===== config.mk =====
export PLATFORM = sky130hd
export DESIGN_NAME = vec_alu_sched_flat
export DESIGN_NICKNAME = d
export VERILOG_FILES = /design/src/rtl/vec_alu_sched_pkg.sv /design/src/rtl/vec_alu_sched_if.sv /design/src/rtl/vec_issue_fifo.sv /design/src/rtl/vec_alu_sched.sv /design/src/flat_wrapper.sv
export SDC_FILE = /design/constraint.sdc
export NUM_CORES = 1
export LEC_CHECK = 0
export CAP_MARGIN = 10
export CORE_AREA = 5 5 470 472
export DETAILED_ROUTE_END_ITERATION = 6
export DIE_AREA = 0 0 475 477
export MAX_ROUTING_LAYER = met4
export PLACE_DENSITY_LB_ADDON = 0.05
export SLEW_MARGIN = 20
export SYNTH_ARGS = -nofsm -noshare
export SYNTH_HDL_FRONTEND = slang
export SYNTH_SLANG_ARGS = --single-unit
export TNS_END_PERCENT = 10

===== constraint.sdc =====
create_clock -name clk -period 16.9 [get_ports clk]
set_clock_uncertainty 0.15 [all_clocks]
set_input_delay 2.535 -clock clk [delete_from_list [all_inputs] [get_ports clk]]
set_output_delay 2.535 -clock clk [all_outputs]
set_load 0.02 [all_outputs]

===== src/rtl/vec_alu_sched_pkg.sv =====
// vec_pkg: opcode, op_type and vsew encodings plus the FSM state type
// shared by the vector ALU scheduler and its issue queue.
package vec_pkg;

  localparam logic [5:0] VADD = 6'b000000;
  localparam logic [5:0] VAND = 6'b001001;
  localparam logic [5:0] VOR  = 6'b001010;
  localparam logic [5:0] VXOR = 6'b001011;

  localparam logic [2:0] VV = 3'b001;
  localparam logic [2:0] VX = 3'b010;
  localparam logic [2:0] VI = 3'b100;

  localparam logic [2:0] SEW8  = 3'd0;
  localparam logic [2:0] SEW16 = 3'd1;
  localparam logic [2:0] SEW32 = 3'd2;
  localparam logic [2:0] SEW64 = 3'd3;

  typedef enum logic [1:0] {
    IDLE,
    RUN,
    RESP
  } state_t;

  function automatic logic op_legal(
    input logic [5:0] op,
    input logic [2:0] sew,
    input logic [2:0] ty
  );
    logic op_ok;
    logic ty_ok;
    op_ok = (op == VADD) || (op == VAND) ||
            (op == VOR)  || (op == VXOR);
    ty_ok = (ty == VV) || (ty == VX) || (ty == VI);
    return op_ok && (sew <= SEW64) && ty_ok;
  endfunction

endpackage


===== src/rtl/vec_alu_sched_if.sv =====
// vec_alu_sched_if: issue, lane and result bundles of the scheduler.
// slave = scheduler side, master = environment (issuer, lanes, consumer).
interface vec_alu_sched_if #(
  parameter int VLEN = 128,
  parameter int NL   = 4
);
  logic            issue_valid;
  logic            issue_ready;
  logic [5:0]      issue_opcode;
  logic [2:0]      issue_vsew;
  logic [2:0]      issue_op_type;
  logic [VLEN-1:0] issue_vs1;
  logic [VLEN-1:0] issue_vs2;
  logic [4:0]      issue_vd_addr;

  logic            lane_run;
  logic [5:0]      lane_opcode;
  logic [2:0]      lane_vsew;
  logic [2:0]      lane_op_type;
  logic [1:0]      lane_nb_lanes;
  logic [VLEN-1:0] lane_vs1;
  logic [VLEN-1:0] lane_vs2;
  logic [NL-1:0]   lane_done;
  logic [NL*VLEN-1:0] lane_vd;

  logic            res_valid;
  logic            res_ready;
  logic [VLEN-1:0] res_vd;
  logic [4:0]      res_vd_addr;
  logic            res_error;

  modport slave (
    input  issue_valid, issue_opcode, issue_vsew,
    input  issue_op_type, issue_vs1, issue_vs2,
    input  issue_vd_addr,
    output issue_ready,
    output lane_run, lane_opcode, lane_vsew,
    output lane_op_type, lane_nb_lanes,
    output lane_vs1, lane_vs2,
    input  lane_done, lane_vd,
    output res_valid, res_vd, res_vd_addr, res_error,
    input  res_ready
  );

  modport master (
    output issue_valid, issue_opcode, issue_vsew,
    output issue_op_type, issue_vs1, issue_vs2,
    output issue_vd_addr,
    input  issue_ready,
    input  lane_run, lane_opcode, lane_vsew,
    input  lane_op_type, lane_nb_lanes,
    input  lane_vs1, lane_vs2,
    output lane_done, lane_vd,
    input  res_valid, res_vd, res_vd_addr, res_error,
    output res_ready
  );

endinterface


===== src/rtl/vec_issue_fifo.sv =====
// vec_issue_fifo: small circular issue queue with full/empty flags.
// No bypass: a pushed word is visible at dout the cycle after push.
module vec_issue_fifo #(
  parameter int WIDTH = 8,
  parameter int DEPTH = 2
) (
  input  logic             clk,
  input  logic             reset,
  input  logic             push,
  input  logic [WIDTH-1:0] din,
  input  logic             pop,
  output logic [WIDTH-1:0] dout,
  output logic             full,
  output logic             empty
);

  localparam int PW = (DEPTH > 1) ? $clog2(DEPTH) : 1;
  localparam int CW = $clog2(DEPTH + 1);

  logic [WIDTH-1:0] mem [DEPTH];
  logic [PW-1:0]    wp;
  logic [PW-1:0]    rp;
  logic [CW-1:0]    cnt;
  logic             do_push;
  logic             do_pop;

  function automatic logic [PW-1:0] nxt(
    input logic [PW-1:0] p
  );
    return (p == PW'(DEPTH - 1)) ? '0 : p + 1'b1;
  endfunction

  // full blocks a push even when a pop happens the same cycle
  assign full    = (cnt == CW'(DEPTH));
  assign empty   = (cnt == '0);
  assign do_push = push && !full;
  assign do_pop  = pop && !empty;
  assign dout    = mem[rp];

  always_ff @(posedge clk) begin
    if (do_push) mem[wp] <= din;
  end

  always_ff @(posedge clk or posedge reset) begin
    if (reset) begin
      wp  <= '0;
      rp  <= '0;
      cnt <= '0;
    end else begin
      if (do_push) wp <= nxt(wp);
      if (do_pop)  rp <= nxt(rp);
      unique case ({do_push, do_pop})
        2'b10:   cnt <= cnt + 1'b1;
        2'b01:   cnt <= cnt - 1'b1;
        default: cnt <= cnt;
      endcase
    end
  end

endmodule


===== src/rtl/vec_alu_sched.sv =====
// vec_alu_sched: queues vector ALU ops, runs them on NL lanes, merges results.
// Define VEC_SCHED_TIMEOUT_EN to add the RUN-state watchdog.
module vec_alu_sched
  import vec_pkg::*;
#(
  parameter int VLEN           = 128,
  parameter int NB_LANES_LOG2  = 2,
  parameter int QDEPTH         = 2,
  parameter int TIMEOUT_CYCLES = 255
) (
  input logic         clk,
  input logic         reset,
  vec_alu_sched_if.slave io
);

  localparam int NL = 1 << NB_LANES_LOG2;
  localparam int EW = 20 + 2 * VLEN;

  logic [EW-1:0]   push_word;
  logic [EW-1:0]   head;
  logic            full;
  logic            empty;
  logic            pop;

  logic [5:0]      h_op;
  logic [2:0]      h_sew;
  logic [2:0]      h_ty;
  logic [4:0]      h_addr;
  logic [VLEN-1:0] h_vs1;
  logic [VLEN-1:0] h_vs2;
  logic            h_legal;

  state_t          state;
  logic            run_q;
  logic [5:0]      op_q;
  logic [2:0]      sew_q;
  logic [2:0]      ty_q;
  logic [VLEN-1:0] vs1_q;
  logic [VLEN-1:0] vs2_q;
  logic [4:0]      addr_q;
  logic            rv_q;
  logic [VLEN-1:0] vd_q;
  logic [4:0]      rva_q;
  logic            err_q;

  logic [VLEN-1:0] merged;
  logic            all_done;
  logic            tmo_hit;

  assign push_word = {io.issue_opcode, io.issue_vsew,
                      io.issue_op_type, io.issue_vd_addr,
                      io.issue_vs1, io.issue_vs2};
  assign {h_op, h_sew, h_ty, h_addr, h_vs1, h_vs2} = head;
  assign h_legal = op_legal(h_op, h_sew, h_ty);
  assign pop = (state == IDLE) && !empty;

  vec_issue_fifo #(
    .WIDTH (EW),
    .DEPTH (QDEPTH)
  ) u_fifo (
    .clk   (clk),
    .reset (reset),
    .push  (io.issue_valid),
    .din   (push_word),
    .pop   (pop),
    .dout  (head),
    .full  (full),
    .empty (empty)
  );

  // lanes own disjoint elements, so OR is a lossless merge
  always_comb begin
    merged = '0;
    for (int i = 0; i < NL; i++)
      merged = merged | io.lane_vd[i*VLEN +: VLEN];
  end

  assign all_done = &io.lane_done;

`ifdef VEC_SCHED_TIMEOUT_EN
  localparam int TW = $clog2(TIMEOUT_CYCLES + 1);
  logic [TW-1:0] tmo_cnt;

  always_ff @(posedge clk or posedge reset) begin
    if (reset)
      tmo_cnt <= '0;
    else if (pop)
      tmo_cnt <= '0;
    else if (state == RUN)
      tmo_cnt <= tmo_cnt + 1'b1;
  end

  assign tmo_hit = (tmo_cnt == TW'(TIMEOUT_CYCLES - 1));
`else
  assign tmo_hit = 1'b0;
`endif

  always_ff @(posedge clk or posedge reset) begin
    if (reset) begin
      state  <= IDLE;
      run_q  <= 1'b0;
      op_q   <= '0;
      sew_q  <= '0;
      ty_q   <= '0;
      vs1_q  <= '0;
      vs2_q  <= '0;
      addr_q <= '0;
      rv_q   <= 1'b0;
      vd_q   <= '0;
      rva_q  <= '0;
      err_q  <= 1'b0;
    end else begin
      unique case (state)
        IDLE: begin
          if (!empty && h_legal) begin
            op_q   <= h_op;
            sew_q  <= h_sew;
            ty_q   <= h_ty;
            vs1_q  <= h_vs1;
            vs2_q  <= h_vs2;
            addr_q <= h_addr;
            run_q  <= 1'b1;
            state  <= RUN;
          end else if (!empty) begin
            vd_q  <= '0;
            rva_q <= h_addr;
            err_q <= 1'b1;
            rv_q  <= 1'b1;
            state <= RESP;
          end
        end
        RUN: begin
          if (all_done) begin
            vd_q  <= merged;
            rva_q <= addr_q;
            err_q <= 1'b0;
            rv_q  <= 1'b1;
            run_q <= 1'b0;
            state <= RESP;
          end else if (tmo_hit) begin
            vd_q  <= '0;
            rva_q <= addr_q;
            err_q <= 1'b1;
            rv_q  <= 1'b1;
            run_q <= 1'b0;
            state <= RESP;
          end
        end
        RESP: begin
          if (io.res_ready) begin
            rv_q  <= 1'b0;
            state <= IDLE;
          end
        end
        default: state <= IDLE;
      endcase
    end
  end

  assign io.issue_ready   = !full;
  assign io.lane_run      = run_q;
  assign io.lane_opcode   = op_q;
  assign io.lane_vsew     = sew_q;
  assign io.lane_op_type  = ty_q;
  assign io.lane_nb_lanes = 2'(NB_LANES_LOG2);
  assign io.lane_vs1      = vs1_q;
  assign io.lane_vs2      = vs2_q;
  assign io.res_valid     = rv_q;
  assign io.res_vd        = vd_q;
  assign io.res_vd_addr   = rva_q;
  assign io.res_error     = err_q;

endmodule


===== src/flat_wrapper.sv =====
// flat-port wrapper written by rule: the top's interface ports become plain ports
module vec_alu_sched_flat import vec_pkg::*;
#(
  parameter int VLEN           = 128,
  parameter int NB_LANES_LOG2  = 2,
  parameter int QDEPTH         = 2,
  parameter int TIMEOUT_CYCLES = 255
)
  (clk, reset, io_issue_valid, io_issue_opcode, io_issue_vsew, io_issue_op_type, io_issue_vs1, io_issue_vs2, io_issue_vd_addr, io_issue_ready, io_lane_run, io_lane_opcode, io_lane_vsew, io_lane_op_type, io_lane_nb_lanes, io_lane_vs1, io_lane_vs2, io_lane_done, io_lane_vd, io_res_valid, io_res_vd, io_res_vd_addr, io_res_error, io_res_ready);
  vec_alu_sched_if #(.VLEN(VLEN), .NL((4))) io_i ();
  input logic clk;
  input logic reset;
  input wire logic [$bits(io_i.issue_valid)-1:0] io_issue_valid;
  input wire logic [$bits(io_i.issue_opcode)-1:0] io_issue_opcode;
  input wire logic [$bits(io_i.issue_vsew)-1:0] io_issue_vsew;
  input wire logic [$bits(io_i.issue_op_type)-1:0] io_issue_op_type;
  input wire logic [$bits(io_i.issue_vs1)-1:0] io_issue_vs1;
  input wire logic [$bits(io_i.issue_vs2)-1:0] io_issue_vs2;
  input wire logic [$bits(io_i.issue_vd_addr)-1:0] io_issue_vd_addr;
  output wire logic [$bits(io_i.issue_ready)-1:0] io_issue_ready;
  output wire logic [$bits(io_i.lane_run)-1:0] io_lane_run;
  output wire logic [$bits(io_i.lane_opcode)-1:0] io_lane_opcode;
  output wire logic [$bits(io_i.lane_vsew)-1:0] io_lane_vsew;
  output wire logic [$bits(io_i.lane_op_type)-1:0] io_lane_op_type;
  output wire logic [$bits(io_i.lane_nb_lanes)-1:0] io_lane_nb_lanes;
  output wire logic [$bits(io_i.lane_vs1)-1:0] io_lane_vs1;
  output wire logic [$bits(io_i.lane_vs2)-1:0] io_lane_vs2;
  input wire logic [$bits(io_i.lane_done)-1:0] io_lane_done;
  input wire logic [$bits(io_i.lane_vd)-1:0] io_lane_vd;
  output wire logic [$bits(io_i.res_valid)-1:0] io_res_valid;
  output wire logic [$bits(io_i.res_vd)-1:0] io_res_vd;
  output wire logic [$bits(io_i.res_vd_addr)-1:0] io_res_vd_addr;
  output wire logic [$bits(io_i.res_error)-1:0] io_res_error;
  input wire logic [$bits(io_i.res_ready)-1:0] io_res_ready;
  assign io_i.issue_valid = io_issue_valid;
  assign io_i.issue_opcode = io_issue_opcode;
  assign io_i.issue_vsew = io_issue_vsew;
  assign io_i.issue_op_type = io_issue_op_type;
  assign io_i.issue_vs1 = io_issue_vs1;
  assign io_i.issue_vs2 = io_issue_vs2;
  assign io_i.issue_vd_addr = io_issue_vd_addr;
  assign io_issue_ready = io_i.issue_ready;
  assign io_lane_run = io_i.lane_run;
  assign io_lane_opcode = io_i.lane_opcode;
  assign io_lane_vsew = io_i.lane_vsew;
  assign io_lane_op_type = io_i.lane_op_type;
  assign io_lane_nb_lanes = io_i.lane_nb_lanes;
  assign io_lane_vs1 = io_i.lane_vs1;
  assign io_lane_vs2 = io_i.lane_vs2;
  assign io_i.lane_done = io_lane_done;
  assign io_i.lane_vd = io_lane_vd;
  assign io_res_valid = io_i.res_valid;
  assign io_res_vd = io_i.res_vd;
  assign io_res_vd_addr = io_i.res_vd_addr;
  assign io_res_error = io_i.res_error;
  assign io_i.res_ready = io_res_ready;
  vec_alu_sched #(.VLEN(VLEN), .NB_LANES_LOG2(NB_LANES_LOG2), .QDEPTH(QDEPTH), .TIMEOUT_CYCLES(TIMEOUT_CYCLES)) u_core (.clk(clk), .reset(reset), .io(io_i));
endmodule

==> results of run 1 <==
==> stage by stage <==
stage | hold WS [ps] | std cells | setup slack [ps]
final | 330.2 | 6326 | 11050
after global routing | 346.5 | 6321 | 10760
after CTS | 334.1 | 6261 | 10950
after detailed placement | 322.5 | 6030 | 10080
after global placement | 317.4 | 6030 | 10090
after floorplan | 307.9 | 2042 | 1896
==> kinds of logic after synthesis <==
family | Yosys count | share of synthesized area (%)
flops | 961 | 74.00
mux | 548 | 17.02
buf+inv | 229 | 2.845
simple gates | 152 | 2.624
compound gates | 142 | 3.288
xor+xnor | 7 | 0.1694
other cells | 2 | 0.02075
fa+ha+maj | 1 | 0.03457
==> power groups by stage <==
| stage | clock network [mW] | logic [mW] | registers [mW] |
|---|---|---|---|
| 5_1_grt | 2.81 | 2.36 | 3.33 |
| 2_1_floorplan | 0 | 0.871 | 3.64 |
| 4_1_cts | 2.72 | 2.30 | 3.29 |
| 3_3_place_gp | 0 | 2.28 | 3.31 |
| 3_5_place_dp | 0 | 2.29 | 3.33 |
| 6_report | 2.60 | 2.20 | 3.28 |
==> registers in the layout, indices dropped and copies added, names as in the netlist <==
name and flops:
u_core.io.lane_run 1, u_core.io.lane_opcode 6, u_core.io.lane_vs2 128, u_core.io.res_vd 128
u_core.io.res_error 1, u_core.io.res_valid 1, u_core.u_fifo.cnt 2, u_core.u_fifo.rp 1
u_core.io.lane_vs1 128, u_core.u_fifo.mem 546, u_core.addr_q 5, u_core.io.lane_vsew 3
u_core.io.res_vd_addr 5, u_core.io.lane_op_type 3, u_core.u_fifo.wp 1, u_core.state 2
==> path summary, 6_finish.rpt <==
path | slack, ps | cells after the start | end | start
max | 11050 | 8 | u_core.io.res_vd[42]$_DFFE_PP0P_ | io_lane_done[1]
min | 330 | 1 | u_core.io.lane_vs2[55]$_DFFE_PP0P_ | u_core.io.lane_vs2[55]$_DFFE_PP0P_
max reg2reg | 12040 | 8 | u_core.io.res_vd[42]$_DFFE_PP0P_ | u_core.u_fifo.rp$_DFFE_PP0P_
min reg2reg | 330 | 1 | u_core.io.lane_vs2[55]$_DFFE_PP0P_ | u_core.io.lane_vs2[55]$_DFFE_PP0P_
max in group asynchronous | 11320 | 5 | u_core.io.lane_vs2[103]$_DFFE_PP0P_ | reset
min in group asynchronous | 2180 | 2 | u_core.io.lane_vs1[90]$_DFFE_PP0P_ | reset
==> area by class of cell <==
| cell class | instances | area (µm²) |
|---|---|---|
| Clock buffer | 189 | 3587 |
| Fill cell | 22220 | 160300 |
| Antenna cell | 64 | 160.2 |
| Inverter | 137 | 521.8 |
| Sequential cell | 961 | 26780 |
| Timing Repair Buffer | 1227 | 12280 |
| Multi-Input combinational cell | 852 | 8483 |
| Clock inverter | 42 | 447.9 |
| Tap cell | 2854 | 3571 |
==> metal layers <==
layer	up-vias	track usage (%)	part of all wire (%)
met4	0	3.884	2.3
met5	-	-	0
met2	1090	32.64	54
li1	10380	-	-
met1	12000	17.73	36
met3	405	5.794	7.6
==> cell usage in the layout, fill, tap and decap left out, types with 41 or more instances in the layout <==
cell | netlist | final
clkbuf_16 | 0 | 124
nor4_1 | 128 | 116
mux2_2 | 269 | 269
o22ai_2 | 45 | 45
o22ai_1 | 83 | 83
diode_2 | 0 | 64
clkbuf_1 | 51 | 41
edfxtp_1 | 546 | 546
dfrtp_1 | 415 | 414
mux2_1 | 269 | 269
clkdlybuf4s50_1 | 0 | 1197
inv_1 | 137 | 136
==> critical path: stages <==
cell             delay (ps)
clkdlybuf4s50_1         510
nand4_1                 470
nand2_1                 210
o311ai_0                190
o21ba_4                 360
buf_4                   740
buf_4                   830
o22ai_1                 170
==> metrics.md, run 1 <==
| Metric | Value |
|---|---|
| Status | completed |
| Switching Fraction | 30.77% |
| Clk_lat worst skew | 750 ps |
| Sequential power share | 40.5% |
| Post-synth top area cell | edfxtp_1 |
| Setup crit start kind | input pin |
| DP HPWL | roughly 160 mm |
| Logic pwr share | 27.3% |
| Clock root cell | clkbuf_16 |
| GR Util All Layers | 17.55% |
| Global-route wire length before repair | between 200 and 300 mm |
| Static leakage | approximately 21 nW |
| DRC | 0 |
| Synth Register Bits | 961 |
| H-tree depth | 3 |
| Max-cap viol count | 0 |
| Post-Route WL | 199.9 mm |
| TritonCTS clock tree | done |
| Die Footprint | approximately 230,000 µm² |
| Vias per inst | 3.773 |
| Cts hold-fix bufs | 0 |
| Critical path class | in2reg |
| Hold Vio Cnt, Final | 0 |
| Count of final setup violators | 0 |
| Mean post-synth cell area | 17.72 µm² |
| Final Max Slew Viols | 0 |
| Internal power | 5.594 mW |
| Power Total | about 8.1 mW |
| Synth cell types | 38 |
| Die X-Extent | roughly 480 µm |
| Clock Path Buffers | 3 |
| Critical Path Sink Type | register |
| Post-route setup TNS | 0 ps |
| Gpl congestion | 0.9910 |
| Worst EP arrival | 6250 ps |
| Post-DP Area | 51,610 µm² |
| Grt ovf | 0 |
| Max_slew headroom | 22.32% |
| Rows | between 150 and 200 |
| Period utilisation layout | between 30% and 40% |
| Initial DRC Count | 1,149 |
| PD cells | 144.7 nW/µm² |
| Synthesized instance count | 2,042 |
| Most frequent cell after synthesis | edfxtp_1 |
| Area share of the largest cell type after synthesis | 45.30% |
| RSZ-0062 raised after global routing | no |
| Primary FF master, synth | edfxtp_1 |
| P_sw | 2.487 mW |
| HP Class | reg2reg |
| CP Max Fanout | 75 |
| Fin crit period | 5853 ps |
| Fraction of layout cells with a size suffix above 1 | roughly 16% |
| Clk slew on worst S/H paths | approximately 50 ps |
| Vias in the first global route | 25,930 |
| Ys Warns | 0 |
| Async SR Flop Fraction | 43.18% |
| Clk network pwr share | 32.2% |
| I/O Buffers | between 1,000 and 1,500 |
| Area growth syn-to-layout | 54.29% |
| Clock Sinks | 961 |
| Final net count | 4,094 |
| Die H | 477 µm |
| Final ANT Viol Nets | 0 |
| Fmax | around 170 MHz |
| Via count | between 20,000 and 25,000 |
| Post-synth EDFFs | about 550 |
| Leading post-synthesis cells by cell area | edfxtp_1 45%, dfrtp_1 29%, mux2_1 8.4%, mux2_2 8.4%, nor4_1 2.2% |
| Starting density of the core | 16.75% |
| Ports | 1,200 |
| Routed wire per std cell | 31.60 µm |
| Synth top cells by count | 546 x edfxtp_1, 415 x dfrtp_1, 269 x mux2_1, 269 x mux2_2, 137 x inv_1 |
| Largest net degree at the start of global routing | between 100 and 150 |
| Setup Buffers After CTS | 0 |
| Antenna violations before repair | 195 |
| Post-Layout Inst Area | between 50,000 and 60,000 µm² |
| Core area | about 220,000 µm² |
| Register area share after synthesis | about three quarters |
| Synth Cell Area | 36,190 µm² |
| Crit path required time | ~17,000 ps |
| Syn_nets | 2,836 |
| Post-layout util | 25.84% |
| Actual slew at the worst max-slew pin | 1155 ps |
| Cts bufs inserted | 121 |
| Pre-antenna DRT Iters | 5 |
| Post-CTS resize count | 0 |
| Worst vdd ir | 0.09449 mV |
Power figures use the tool's default switching activity.
==> run 2, diff against run 1 <==
--- a/config.mk
+++ b/config.mk
@@ -6,9 +6,9 @@
 export NUM_CORES = 1
 export LEC_CHECK = 0
 export CAP_MARGIN = 10
-export CORE_AREA = 5 5 470 472
+export CORE_AREA = 5 5 464 466
 export DETAILED_ROUTE_END_ITERATION = 6
-export DIE_AREA = 0 0 475 477
+export DIE_AREA = 0 0 469 471
 export MAX_ROUTING_LAYER = met4
 export PLACE_DENSITY_LB_ADDON = 0.05
 export SLEW_MARGIN = 20
==> constraint.sdc (replaced) <==
create_clock -name clk -period 4.74 [get_ports clk]
set_clock_uncertainty 0.15 [all_clocks]
set_input_delay 0.711 -clock clk [delete_from_list [all_inputs] [get_ports clk]]
set_output_delay 0.711 -clock clk [all_outputs]
set_load 0.02 [all_outputs]
==> metrics.md, run 2 (synthesized netlist as in run 1, its figures left out) <==
| Metric | Value |
|---|---|
| DR WL met3 | 17.72 mm (+16%) |
| Top Layer Used | met4 |
| HP Class | reg2reg |
| Starting density of the core | 17.17% (+0.42 points) |
| Clk_lat worst skew | 750 ps (about the same) |
| CP Max Fanout | 54 (-28%) |
| Vias per inst | 3.794 (+0.54%) |
| Switching Fraction | 31.51% (+0.73 points) |
| Hold WS | 332.1 ps (+1.962 ps) |
| Commonest non-fill, non-tap cells in the layout | 1,197 x clkdlybuf4s50_1, 546 x edfxtp_1, 414 x dfrtp_1, 269 x mux2_2, 269 x mux2_1 |
| Post-DP Area | 52,180 µm² (+1.1%) |
| Gpl congestion | 0.9582 (-3.3%) |
| Grt ovf | 0 (unchanged) |
| Clock root cell | clkbuf_16 |
| Max reg flops | 546 (unchanged) |
| Clock Sinks | 961 (unchanged) |
| Setup crit start kind | register |
| Critical path class | reg2reg |
| Clk slew on worst S/H paths | 60 ps (about the same) |
| Met1 WL | 84.89 mm (+17%) |
| Post-Route WL | 218.9 mm (+9.5%) |
| Status | completed |
| Hold Vio Cnt, Final | 0 (unchanged) |
| Period utilisation layout | 71.25% |
| Core area | 210,800 µm² (-2.4%) |
| Cts bufs inserted | 117 (-3.3%) |
| Fraction of layout cells with a size suffix above 1 | 17.12% (+1.2 points) |
| Routed wl met2 | 112.6 mm (+4.9%) |
| Cts hold-fix bufs | 0 (unchanged) |
| P_sw | 9.095 mW (+270%) |
| GR Util All Layers | 19.69% (+2.1 points) |
| Sequential power share | 40.2% (-0.3 points) |
| Fin crit period | around 3400 ps |
| Worst EP arrival | 3850 ps (-2400 ps) |
| TritonCTS clock tree | done |
| Clk network pwr share | 31.0% (-1.2 points) |
| Fmax | 296.1 MHz |
| Via count | 24,070 (+0.83%) |
| DP HPWL | 177.6 mm (+13%) |
| Max_slew headroom | 13.82% (-8.5 points) |
| Max-cap viol count | 0 (unchanged) |
| Pre-antenna DRT Iters | 5 (unchanged) |
| Die H | 471 µm (-1.3%) |
| Die Footprint | 220,900 µm² (-2.5%) |
| Post-CTS resize count | 0 (unchanged) |
| Initial DRC Count | 1,055 (-8.2%) |
| H-tree depth | 3 (unchanged) |
| Worst vdd ir | 0.4127 mV (+340%) |
| Crit path required time | 5210 ps (-12,090 ps) |
| Worst Slack Setup Final | 1363 ps (-9685 ps) |
| DRC | 0 (unchanged) |
| Ports | 1,200 (unchanged) |
| Internal power | 19.77 mW (+250%) |
| Logic pwr share | 28.8% (+1.5 points) |
| RSZ-0062 raised after global routing | no |
| Final net count | 4,132 (+0.93%) |
| Final ANT Viol Nets | 0 (unchanged) |
| Clock Path Buffers | 3 (unchanged) |
| Final Max Slew Viols | 0 (unchanged) |
| Critical Path Sink Type | register |
| Most common cell after layout, fill and taps aside | clkdlybuf4s50_1 |
| Largest net degree at the start of global routing | 101 (-26%) |
| Antenna violations before repair | 210 (+7.7%) |
| Count of final setup violators | 0 (unchanged) |
| Routed wire per std cell | 34.50 µm (+9.2%) |
| Static leakage | 20.96 nW (+0.88%) |
| Area growth syn-to-layout | 55.36% |
| Post-Layout Inst Area | 56,220 µm² (+0.69%) |
| Setup Buffers After CTS | 0 (unchanged) |
| PD cells | 513.5 nW/µm² (+250%) |
| Global-route wire length before repair | 276.7 mm (+7.7%) |
| Reg with most FFs | u_core.u_fifo.mem |
| Power Total | 28.87 mW (+260%) |
| Placement Setup Slack | 1177 ps (-8900 ps) |
| Rows | 169 (-1.2%) |
| Die X-Extent | 469 µm (-1.3%) |
| Actual slew at the worst max-slew pin | 1282 ps (+127.5 ps) |
| Vias in the first global route | 25,430 (-1.9%) |
| I/O Buffers | 1,197 (unchanged) |
==> run 2: changes by cell type in the layout (fill, tap and decap cells not counted), moves of 5 or more <==
| cell | previous run | this run |
|---|---|---|
| clkinv_2 | 16 | 21 |
| clkbuf_8 | 24 | 17 |
| diode_2 | 64 | 82 |
| buf_12 | 4 | 21 |
| nor4_2 | 12 | 23 |
| buf_4 | 24 | 51 |
| clkbuf_16 | 124 | 119 |
| nor4_1 | 116 | 105 |
==> run 2: cell type report <==
cell class	count	area, µm²
flip-flops and latches	961	26780
inverters	137	518.0
fillers	21570	154600
well taps	2821	3530
diodes	82	205.2
repair buffers	1269	12780
clock buffers	174	3354
multi-input cells	852	8571
clock inverters	48	475.5
==> run 2: power by group through the flow <==
| stage | sequential, mW | combinational, mW | clock [mW] |
|---|---|---|---|
| floorplan | 12.7 | 3.12 | 0 |
| CTS | 11.6 | 8.67 | 9.38 |
| finish | 11.6 | 8.32 | 8.96 |
| global placement | 11.7 | 8.59 | 0 |
| global route | 11.8 | 8.86 | 9.66 |
| detailed placement | 11.8 | 8.63 | 0 |
==> run 2: final timing paths <==
check	slack, ps	from	end	depth (start not counted)
worst max-delay path	1360	u_core.u_fifo.rp$_DFFE_PP0P_	u_core.io.lane_vs1[29]$_DFFE_PP0P_	8
max in group asynchronous	3020	reset	u_core.io.res_vd[53]$_DFFE_PP0P_	3
worst min register to register	330	u_core.io.lane_vs2[70]$_DFFE_PP0P_	u_core.io.lane_vs2[70]$_DFFE_PP0P_	1
worst max register to register	1360	u_core.u_fifo.rp$_DFFE_PP0P_	u_core.io.lane_vs1[29]$_DFFE_PP0P_	8
worst min-delay path	330	u_core.io.lane_vs2[70]$_DFFE_PP0P_	u_core.io.lane_vs2[70]$_DFFE_PP0P_	1
min in group asynchronous	350	reset	u_core.state[0]$_DFFE_PP0P_	2
==> run 2: worst max-delay path, stage by stage (launching register included) <==
cell and delay, ps:
dfrtp_4 410, buf_4 630, inv_1 170, o221ai_1 120, o211ai_1 290, nor2_4 240, buf_12 350, buf_4 450
mux2_1 370
==> run 2: per-stage QoR <==
| stage | setup TNS (ps) | cells | utilization [%] |
|---|---|---|---|
| after CTS | 0 | 6262 | 26.57 |
| after global placement | 0 | 6039 | 24.72 |
| after detailed placement | 0 | 6040 | 24.75 |
| after global routing | 0 | 6338 | 26.66 |
| after floorplan | -881640 | 2042 | - |
| final | 0 | 6344 | 26.67 |
==> run 2: metal layers <==
metal / GRT usage, % / vias to the layer above
li1: - / 10470
met1: 21.06 / 12240
met2: 35.07 / 1009
met3: 7.722 / 347
met4: 2.798 / 0
met5: - / -
==> run 3, diff against run 2 <==
==> constraint.sdc (replaced) <==
create_clock -name clk -period 3 [get_ports clk]
set_clock_uncertainty 0.15 [all_clocks]
set_input_delay 0.45 -clock clk [delete_from_list [all_inputs] [get_ports clk]]
set_output_delay 0.45 -clock clk [all_outputs]
set_load 0.02 [all_outputs]
==> metrics.md, run 3 (synthesized netlist as in run 1, its figures left out) <==
| Metric | Value |
|---|---|
| Status | completed |
| Fin crit period | 2875 ps (-502.8 ps) |
| Commonest non-fill, non-tap cells in the layout | 1,197 x clkdlybuf4s50_1, 546 x edfxtp_1, 414 x dfrtp_1, 269 x mux2_2, 269 x mux2_1 |
| Routed wire per std cell | 33.70 µm (-2.3%) |
| P_sw | 14.52 mW (+60%) |
| Critical Path Sink Type | register |
| RSZ-0062 raised after global routing | no |
| Hold WS | 124.5 ps (-207.6 ps) |
| Final net count | 4,239 (+2.6%) |
| Vias in the first global route | 26,150 (+2.8%) |
| Largest net degree at the start of global routing | 136 (+35%) |
| Worst Hold Path Cells | 1 (unchanged) |
| Pre-antenna DRT Iters | 5 (unchanged) |
| Crit path required time | 3460 ps (-1750 ps) |
| Fmax | 347.9 MHz (+17%) |
| Count of final setup violators | 0 (unchanged) |
| Clock root cell | clkbuf_16 |
| Most common cell after layout, fill and taps aside | clkdlybuf4s50_1 |
| Post-DP Area | 53,180 µm² (+1.9%) |
| DRC | 0 (unchanged) |
| Via count | 24,510 (+1.8%) |
| Worst Slack Setup Final | 125.5 ps (-1237 ps) |
| Final ANT Viol Nets | 0 (unchanged) |
| Vias per inst | 3.803 (+0.24%) |
| HP Class | in2reg |
| Grt ovf | 0 (unchanged) |
| Global-route wire length before repair | 276.8 mm (about the same) |
| Reg with most FFs | u_core.u_fifo.mem |
| CP top delay family | simple AND/OR/NAND/NOR gates |
| Max reg flops | 546 (unchanged) |
| Fraction of layout cells with a size suffix above 1 | 19.32% (+2.2 points) |
| Cts bufs inserted | 120 (+2.6%) |
| Clock Path Buffers | 3 (unchanged) |
| Initial DRC Count | 1,050 (-0.47%) |
| Logic pwr share | 29.5% (+0.7 points) |
| Clock Sinks | 961 (unchanged) |
| Sequential power share | 39.7% (-0.5 points) |
| Setup crit start kind | register |
| Max_slew headroom | 15.55% (+1.7 points) |
| Area growth syn-to-layout | 58.42% |
| PD cells | 807.6 nW/µm² (+57%) |
| H-tree depth | 3 (unchanged) |
| Antenna violations before repair | 192 (-8.6%) |
| Rows | 169 (unchanged) |
| Actual slew at the worst max-slew pin | 1255 ps (-26.87 ps) |
| Gpl congestion | 0.9795 (+2.2%) |
| Clk_lat worst skew | 750 ps (about the same) |
| Most Frequent Cell on Critical Path | buf_12 |
| TritonCTS clock tree | done |
| I/O Buffers | 1,197 (unchanged) |
| R2r worst-path depth | 7 (-1) |
| Hold Vio Cnt, Final | 0 (unchanged) |
| Post-Layout Inst Area | 57,330 µm² (+2.0%) |
| Worst vdd ir | 0.7531 mV (+82%) |
| Placement Setup Slack | -51.27 ps (-1228 ps) |
| Slowest cell on the critical path | or4_1 |
| CP Max Fanout | 24 (-56%) |
| Core area | 210,800 µm² (unchanged) |
| Internal power | 31.78 mW (+61%) |
| Clk slew on worst S/H paths | 60 ps (about the same) |
| Switching Fraction | 31.37% (-0.14 points) |
| Post-Route WL | 217.2 mm (-0.78%) |
| Starting density of the core | 17.17% (unchanged) |
| Max-cap viol count | 0 (unchanged) |
| Reg2reg end | u_core.io.lane_vs2[17]$_DFFE_PP0P_ |
| Die X-Extent | 469 µm (unchanged) |
| Static leakage | 21.64 nW (+3.2%) |
| R2r startpoint | u_core.u_fifo.rp$_DFFE_PP0P_ |
| Reg-to-reg slack, setup | 130 ps (-1240 ps) |
| Worst path bufs/invs | 2 (-2) |
| Worst EP arrival | 3340 ps (-510 ps) |
| GR Util All Layers | 19.60% (-0.087 points) |
| DP HPWL | 177.6 mm (about the same) |
| Worst hold start | io_issue_vs2[92] |
| WHS Endpoint | u_core.u_fifo.mem[1][92]$_DFFE_PP_ |
| Die H | 471 µm (unchanged) |
| Period utilisation layout | 95.82% (+25 points) |
| Clk network pwr share | 30.8% (-0.2 points) |
| Die Footprint | 220,900 µm² (unchanged) |
| Cell Chain, Critical Path | or4_1 > a211oi_1 > o211ai_1 > nor2_4 > buf_12 > buf_12 > mux2_1 |
| Number of cells on the critical path | 7 (-1) |
| Fillers | 21,520 (-0.24%) |
| Ports | 1,200 (unchanged) |
| Final Max Slew Viols | 0 (unchanged) |
| Critical path class | reg2reg |
| CP max stage delay | 540 ps (-90 ps) |
==> run 3: cell types whose count changed in the layout (fill, tap and decap cells not counted), sizes merged <==
| cell | previous run | this run |
|---|---|---|
| buf | 72 | 175 |
| diode | 82 | 73 |
| clkbuf | 174 | 182 |
| clkinv | 39 | 36 |
| inv | 136 | 139 |
| bufinv | 7 | 6 |
| clkinvlp | 3 | 2 |
| dlygate4sd3 | 0 | 1 |
==> run 3: routing by layer <==
layer | up-vias | wire length [µm] | GRT usage [%]
met5 | - | 0 | -
met4 | 0 | 5309 | 4.151
met3 | 370 | 17650 | 7.003
met2 | 1057 | 111600 | 34.74
met1 | 12400 | 82640 | 21.00
li1 | 10680 | - | -
==> run 3: area by class of cell <==
cell class / instances / area (µm²) / area share, %
clock inverters: 46 / 462.9 / 0.8075
flip-flops and latches: 961 / 26780 / 46.72
well taps: 2821 / 3530 / 6.156
multi-input cells: 852 / 8529 / 14.88
diodes: 73 / 182.7 / 0.3186
inverters: 137 / 518.0 / 0.9035
repair buffers: 1373 / 13910 / 24.26
clock buffers: 182 / 3416 / 5.958
==> run 3: what timing repair did <==
| action | CTS | global route |
|---|---|---|
| gates cloned | 0 | 0 |
| setup buffers | 2 | 8 |
| hold buffers | 1 | 0 |
| setup endpoints to repair | 102 | 29 |
| endpoints found under the hold margin | 4 | 0 |
| pin swaps | 2 | 1 |
| gates resized for setup | 1 | 0 |
==> run 3: worst register-to-register path, stage by stage, from the launching register on <==
cell and delay, ps:
dfrtp_4 510, or4_1 540, a211oi_1 240, o211ai_1 220, nor2_4 240, buf_12 240
buf_12 240, mux2_1 370
==> run 3: power by group through the flow <==
| stage | Sequential (mW) | Clock, mW | Combinational, mW |
|---|---|---|---|
| 6_report | 18.4 | 14.3 | 13.7 |
| 5_1_grt | 18.7 | 15.4 | 14.6 |
| 4_1_cts | 18.4 | 14.9 | 14.2 |
| 3_5_place_dp | 18.7 | 0 | 14.1 |
| 3_3_place_gp | 18.6 | 0 | 14.0 |
| 2_1_floorplan | 20.0 | 0 | 4.93 |
==> run 3: how the worst max path moves through the flow <==
stage / from / endpoint / slack, ps
final: u_core.u_fifo.rp$_DFFE_PP0P_ / u_core.io.lane_vs2[17]$_DFFE_PP0P_ / 130
after floorplan: reset / u_core.addr_q[0]$_DFFE_PP0P_ / -3200
after detailed placement: io_lane_done[3] / u_core.io.res_vd[46]$_DFFE_PP0P_ / -50
after global routing: u_core.u_fifo.rp$_DFFE_PP0P_ / u_core.io.lane_vs2[21]$_DFFE_PP0P_ / 20
after global placement: u_core.u_fifo.rp$_DFFE_PP0P_ / u_core.io.lane_vs2[22]$_DFFE_PP0P_ / -100
after CTS: u_core.u_fifo.cnt[0]$_DFFE_PP0P_ / io_issue_ready / 20
==> run 3: metrics by stage <==
stage	util (%)	setup TNS (ps)	std cells	total power [mW]
floorplan	-	-2370660	2042	24.94
global placement	25.19	-12920	6132	32.63
detailed placement	25.22	-1852	6133	32.77
CTS	27.08	0	6364	47.51
global route	27.18	0	6436	48.64
finish	27.20	0	6445	46.30
